==> src/rtl/piso_shift_register_pkg.sv <==
// Shared definitions for the parallel-in serial-out transmitter.
//   piso_state_e : frame FSM states (IDLE, SHIFT)
//   CNT_W        : bit-counter width for the default 32-bit word
//   MSB_FIRST /
//   LSB_FIRST    : bit-order selector values
//   cnt_width()  : bit-counter width for an arbitrary word length
package piso_shift_register_pkg;

  typedef enum logic {
    IDLE  = 1'b0,
    SHIFT = 1'b1
  } piso_state_e;

  localparam int DEF_DATA_W = 32;
  localparam int CNT_W      = $clog2(DEF_DATA_W);

  localparam bit MSB_FIRST = 1'b0;
  localparam bit LSB_FIRST = 1'b1;

  // The counter holds "bits still to send after the one on sout", so it
  // never exceeds DATA_W-1 and $clog2(DATA_W) bits are enough.
  function automatic int cnt_width(input int w);
    return (w <= 2) ? 1 : $clog2(w);
  endfunction

endpackage

==> src/rtl/piso_bit_counter.sv <==
// Loadable down-counter for the PISO transmitter.
//   clk, rst_n : clock, asynchronous active-low reset
//   load       : start a frame; counter takes DATA_W-1
//   dec        : one more bit moved onto sout; count down
//   clr        : frame finished with no follow-on word
//   tc         : counter is zero (last bit is on sout while in SHIFT)
//   last       : registered end-of-frame flag, drives sout_last
module piso_bit_counter
  import piso_shift_register_pkg::*;
#(
  parameter int DATA_W = 32
) (
  input  logic clk,
  input  logic rst_n,
  input  logic load,
  input  logic dec,
  input  logic clr,
  output logic tc,
  output logic last
);

  localparam int                  CNT_BITS = cnt_width(DATA_W);
  localparam logic [CNT_BITS-1:0] LOAD_VAL = CNT_BITS'(DATA_W - 1);
  localparam logic [CNT_BITS-1:0] ONE      = CNT_BITS'(1);

  logic [CNT_BITS-1:0] cnt_p1;
  logic                last_p1;

  // Stage p1: count register and terminal flag
  always_ff @(posedge clk or negedge rst_n) begin
    if (!rst_n) begin
      cnt_p1  <= '0;
      last_p1 <= 1'b0;
    end else if (load) begin
      cnt_p1  <= LOAD_VAL;
      last_p1 <= 1'b0;
    end else if (dec && (cnt_p1 != '0)) begin
      cnt_p1  <= cnt_p1 - ONE;
      last_p1 <= (cnt_p1 == ONE);
    end else if (clr) begin
      cnt_p1  <= '0;
      last_p1 <= 1'b0;
    end
  end

  assign tc   = (cnt_p1 == '0);
  assign last = last_p1;

endmodule

==> src/rtl/piso_shift_register.sv <==
// Parallel-in serial-out transmitter, sending end of the SIPO link.
//   clk, rst_n : clock, asynchronous active-low reset
//   in_data    : DATA_W-bit word, sampled only on the transfer edge
//   in_valid   : in_data is valid
//   in_ready   : a word can be accepted this cycle (combinational)
//   sout       : serial data bit, 0 whenever sout_valid is low
//   sout_valid : sout carries a frame bit
//   sout_last  : final bit of the frame is on sout
//   busy       : frame in progress (same as sout_valid)
// LSB_FIRST=0 sends bit DATA_W-1 first; LSB_FIRST=1 sends bit 0 first.
module piso_shift_register #(
  parameter int DATA_W    = 32,
  parameter bit LSB_FIRST = 1'b0
) (
  input  logic              clk,
  input  logic              rst_n,
  input  logic [DATA_W-1:0] in_data,
  input  logic              in_valid,
  output logic              in_ready,
  output logic              sout,
  output logic              sout_valid,
  output logic              sout_last,
  output logic              busy
);
  import piso_shift_register_pkg::*;

  localparam bit LSB_ORDER = (LSB_FIRST != MSB_FIRST);

  piso_state_e       state_p1, state_nxt;
  logic [DATA_W-2:0] shreg_p1;
  logic              sout_p1;
  logic              vld_p1;
  logic              xfer;
  logic              cnt_load, cnt_dec, cnt_clr, cnt_tc, last_p1;

  // The bit leaving first goes straight to sout; the shift register only
  // ever holds the DATA_W-1 bits still to come.
  function automatic logic first_bit(input logic [DATA_W-1:0] w);
    return LSB_ORDER ? w[0] : w[DATA_W-1];
  endfunction

  function automatic logic [DATA_W-2:0] rest_bits(input logic [DATA_W-1:0] w);
    return LSB_ORDER ? w[DATA_W-1:1] : w[DATA_W-2:0];
  endfunction

  function automatic logic next_bit(input logic [DATA_W-2:0] s);
    return LSB_ORDER ? s[0] : s[DATA_W-2];
  endfunction

  function automatic logic [DATA_W-2:0] advance(input logic [DATA_W-2:0] s);
    return LSB_ORDER ? (s >> 1) : (s << 1);
  endfunction

  // Ready again on the last bit so frames stream back to back.
  assign in_ready = (state_p1 == IDLE) || ((state_p1 == SHIFT) && last_p1);
  assign xfer     = in_valid && in_ready;

  always_comb begin
    state_nxt = state_p1;
    cnt_load  = 1'b0;
    cnt_dec   = 1'b0;
    cnt_clr   = 1'b0;
    case (state_p1)
      IDLE: begin
        if (xfer) begin
          cnt_load  = 1'b1;
          state_nxt = SHIFT;
        end
      end
      SHIFT: begin
        if (!cnt_tc) begin
          cnt_dec = 1'b1;
        end else if (xfer) begin
          cnt_load = 1'b1;
        end else begin
          cnt_clr   = 1'b1;
          state_nxt = IDLE;
        end
      end
      default: state_nxt = IDLE;
    endcase
  end

  piso_bit_counter #(
    .DATA_W (DATA_W)
  ) u_cnt (
    .clk   (clk),
    .rst_n (rst_n),
    .load  (cnt_load),
    .dec   (cnt_dec),
    .clr   (cnt_clr),
    .tc    (cnt_tc),
    .last  (last_p1)
  );

  // Stage p1: state, shift register and serial output
  always_ff @(posedge clk or negedge rst_n) begin
    if (!rst_n) begin
      state_p1 <= IDLE;
      shreg_p1 <= '0;
      sout_p1  <= 1'b0;
      vld_p1   <= 1'b0;
    end else begin
      state_p1 <= state_nxt;
      if (cnt_load) begin
        sout_p1  <= first_bit(in_data);
        shreg_p1 <= rest_bits(in_data);
        vld_p1   <= 1'b1;
      end else if (cnt_dec) begin
        sout_p1  <= next_bit(shreg_p1);
        shreg_p1 <= advance(shreg_p1);
      end else if (cnt_clr) begin
        sout_p1  <= 1'b0;
        shreg_p1 <= '0;
        vld_p1   <= 1'b0;
      end
    end
  end

  assign sout       = sout_p1;
  assign sout_valid = vld_p1;
  assign sout_last  = last_p1;
  assign busy       = vld_p1;

endmodule

==> config.mk <==
export PLATFORM = sky130hd
export DESIGN_NAME = piso_shift_register
export DESIGN_NICKNAME = d
export VERILOG_FILES = /design/src/rtl/piso_shift_register_pkg.sv /design/src/rtl/piso_bit_counter.sv /design/src/rtl/piso_shift_register.sv
export SDC_FILE = /design/constraint.sdc
export NUM_CORES = 1
export LEC_CHECK = 0
export CELL_PAD_IN_SITES_DETAIL_PLACEMENT = 1
export CELL_PAD_IN_SITES_GLOBAL_PLACEMENT = 2
export CORE_MARGIN = 8
export CORE_UTILIZATION = 31
export CTS_CLUSTER_SIZE = 10
export DETAILED_ROUTE_END_ITERATION = 7
export PLACE_DENSITY = 0.81
export SLEW_MARGIN = 20
export SYNTH_ARGS = -nofsm -noshare
export SYNTH_HDL_FRONTEND = slang
export SYNTH_SLANG_ARGS = --single-unit
==> constraint.sdc <==
create_clock -name clk -period 1.9 [get_ports clk]
set_input_delay 0.57 -clock clk [delete_from_list [all_inputs] [get_ports clk]]
set_output_delay 0.57 -clock clk [all_outputs]
set_load 0.03 [all_outputs]
==> results.md <==
- Status: complete, no violations
- Number of synthesized flops with an enable pin: 0
- Sequential element share of the synthesized area: 0.477
- Fmax achieved: about 0.56 GHz
- Final Hold Vio Count: 0
- Global-route total usage across every layer: 0.124
- Nets: 300
- Setup crit start kind: flop
- Signed area change from the synthesized netlist to the final layout: 28.2%
- Power density relative to cell area: around 1400 nW/um2
- Actual slew at the worst max-slew pin: 0.418 ns
- Largest cells by area after synthesis: sky130_fd_sc_hd__dfrtp_1 (48%), sky130_fd_sc_hd__nand3_1 (15%), sky130_fd_sc_hd__o211ai_1 (9.3%), sky130_fd_sc_hd__nand2_1 (6.6%), sky130_fd_sc_hd__o211ai_2 (4.8%)
- Root buffer cell: sky130_fd_sc_hd__clkbuf_8
- Area occupied by multi-input gates: approximately 940 um2
- Routed length per placed instance: 17.0 um
- Via Count: ~1800
- Arrival time of the worst setup path: 1.99 ns
- Type of the most critical hold path: input pin to async pin
- Worst Hold Slack: 0.200 ns
- Residual DRC count: 0
- Sequential Area: 1000 um2
- Post-Synthesis Cell Area: 2100 um2
- Number of search-and-repair iterations in the first detailed-routing pass: 4
- Clock tree from TritonCTS: built
- CTS Hold Buffers Added: 0
- HPWL reported at the end of detailed placement: 3800 um
- Slack of the worst reg-to-reg path: 0.11 ns
- Number of clock sinks seen by CTS: 40
- Slew Viols, Final: 0
- Maximum level of the CTS H-tree: 2
- Time the final worst path needs with I/O delays and setup: about 1.8 ns
- Post-detailed-routing wire length: 5820 um
- Initial antenna violation count: 0
- Clock latency of the later-clocked register in the worst-skew pair: 0.29 ns
- Number of buffers created by CTS: 5
- Data required time of the critical path: roughly 2.1 ns
- Summed negative setup slack over all endpoints: 0 ns
- Setup repair after global routing missed its margin: false
- Vias per Instance: roughly 5.3
- Final worst-path cycle share: 0.942
- Number of global-route vias before repair: roughly 1900
- Layout Skew: between 0.008 and 0.009 ns
- Number of max-capacitance violations reported: 0
- First-pass GRT wire length: roughly 10000 um
- # setup viols final: 0
- Post-synth top flop: sky130_fd_sc_hd__dfrtp_1
- Post-Synthesis Mean Instance Area: a little over 9 um2
- Crit-path leading delay family: simple AND/OR/NAND/NOR gates
- Area fraction of the dominant cell type after synthesis: 0.477
- Warnings, synthesis: 0
- Die outline height: 98.3 um
- Pin count of the biggest net entering global routing: 32
- Die area: a little under 10000 um2
- Initial Util: 0.314
- Number of antenna repair diodes: 0
- CP max FO: 31
- 1st-iter DRT viols: 80
- Post-synth top area cell: sky130_fd_sc_hd__dfrtp_1
- Register bit count reported by yosys: 40
- Mapped Cells: 228
- Worst Setup End Kind: flop
- Row cnt: 30
- Placeable core area: approximately 6700 um2
- Remaining antenna violation count after routing: 0
- Leakage power: 1.10 nW
- CP cell instances: inv_2, ha_1, or4b_4, and2_1, buf_12, o211ai_1
- GR Overflow Total: 0
- # fillers: 779
- Share of layout cells above drive strength 1: 0.137
- CTS max path bufs: 2
- IO Pins: 40
- CTS clock-pin slew for the worst setup and hold paths: 0.08 ns
- Fraction of registers with async set/reset: 1.00
- Buffers and inverters on the worst path: 2
- Highest cell delay on the worst timing path: 0.49 ns
- X dimension of the die: about 98 um
- Crit Path Class: flop to flop
- Net count after synthesis: 266
- Max-Slew Margin vs Limit: 0.722
- Number of unique standard cell types used by synthesis: 27
- Final weighted congestion of routability-driven global placement: about 0.74
- Slowest cell on the critical path: sky130_fd_sc_hd__or4b_4
- Buffers on Ports: 39
- Peak supply drop: 0.658 mV
[cell families (layout without fill, tap and decap cells)]
group / after synthesis / in the layout / synth area share
and+or+nand+nor: 113 / 113 / 0.261
AOI/OAI and AO/OA: 41 / 41 / 0.169
DFF: 40 / 40 / 0.477
buffers and inverters: 31 / 66 / 0.0751
adders and majority gates: 3 / 3 / 0.0179
[path summary, 6_finish.rpt]
path,startpoint,endpoint,depth (start not counted)
setup / recovery,u_cnt.cnt_p1[1]$_DFFE_PN0P_,shreg_p1[7]$_DFFE_PN0P_,6
hold / removal,rst_n,shreg_p1[24]$_DFFE_PN0P_,1
setup reg to reg,u_cnt.cnt_p1[1]$_DFFE_PN0P_,shreg_p1[7]$_DFFE_PN0P_,6
hold reg to reg,shreg_p1[0]$_DFFE_PN0P_,shreg_p1[0]$_DFFE_PN0P_,2
max in group asynchronous,rst_n,shreg_p1[5]$_DFFE_PN0P_,2
min in group clk,shreg_p1[0]$_DFFE_PN0P_,shreg_p1[0]$_DFFE_PN0P_,2
[layout by cell type, fill, tap and decap left out, types with 2 or more instances in the layout]
| cell | synthesis | final |
|---|---|---|
| sky130_fd_sc_hd__clkdlybuf4s50_1 | 0 | 33 |
| sky130_fd_sc_hd__dfrtp_1 | 40 | 40 |
| sky130_fd_sc_hd__dlygate4sd2_1 | 0 | 4 |
| sky130_fd_sc_hd__ha_1 | 3 | 3 |
| sky130_fd_sc_hd__nand3_1 | 64 | 64 |
| sky130_fd_sc_hd__nand4_1 | 3 | 3 |
| sky130_fd_sc_hd__o211ai_2 | 8 | 8 |
| sky130_fd_sc_hd__buf_12 | 0 | 3 |
| sky130_fd_sc_hd__clkbuf_8 | 0 | 5 |
| sky130_fd_sc_hd__nand2_1 | 37 | 37 |
| sky130_fd_sc_hd__inv_1 | 6 | 5 |
| sky130_fd_sc_hd__o211ai_1 | 26 | 26 |
| sky130_fd_sc_hd__buf_4 | 1 | 11 |
| sky130_fd_sc_hd__o21ai_0 | 2 | 2 |
[where the power goes]
group,switching [mW],internal [mW]
clock,0.315,0.389
combinational,1.08,0.707
sequential,0.211,1.18
total,1.61,2.28
[sequential cells by signal, summed over array words and instances, names as in the netlist]
signal and cells:
shreg_p1 31, state_p1 1, busy 1, u_cnt.last 1
u_cnt.cnt_p1 5, sout 1
[area by class of cell]
| type | instances | area share |
|---|---|---|
| Clock buffer | 5 | 0.0256 |
| Clock inverter | 3 | 0.0158 |
| Inverter | 6 | 0.00837 |
| Multi-Input combinational cell | 157 | 0.350 |
| Sequential cell | 40 | 0.372 |
| Tap cell | 80 | 0.0372 |
| Timing Repair Buffer | 52 | 0.191 |
[cells in the mapped netlist, types with 2 or more instances]
library cell	number
sky130_fd_sc_hd__nand3_1	64
sky130_fd_sc_hd__dfrtp_1	40
sky130_fd_sc_hd__nand2_1	37
sky130_fd_sc_hd__o211ai_1	26
sky130_fd_sc_hd__clkbuf_1	14
sky130_fd_sc_hd__o211ai_2	8
sky130_fd_sc_hd__inv_1	6
sky130_fd_sc_hd__buf_1	5
sky130_fd_sc_hd__buf_6	5
sky130_fd_sc_hd__ha_1	3
sky130_fd_sc_hd__nand4_1	3
sky130_fd_sc_hd__o21ai_0	2
[timing repair]
| action | 4_1_cts | 5_1_grt |
|---|---|---|
| endpoints found under the setup margin | 4 | 26 |
| gates cloned | 0 | 0 |
| pin swaps | 0 | 1 |
| hold endpoints to repair | 0 | 0 |
| setup buffers | 0 | 1 |
| resized for setup | 4 | 1 |
[layer usage]
metal	wire length (um)	part of all wire	GRT usage	up-vias
li1	-	-	-	889
met1	2930	0.50	0.166	894
met2	2640	0.45	0.192	30
met3	226	0.039	0.0356	4
met4	31	0.0053	0.0307	0
met5	0	0	0	-
[through the flow]
step / util / worst slack [ns] / area, um2 / std cells / total power, mW
3_3_place_gp: 0.386 / 0.0975 / 2580 / 334 / 3.18
6_report: 0.403 / 0.110 / 2690 / 343 / 3.89
4_1_cts: 0.401 / 0.0338 / 2680 / 342 / 3.94
3_5_place_dp: 0.386 / 0.0591 / 2580 / 334 / 3.23
5_1_grt: 0.403 / 0.0259 / 2690 / 343 / 4.19
2_1_floorplan: - / 0.0701 / 2100 / 228 / 2.69
Note: power is estimated with default switching activity, not from simulation.
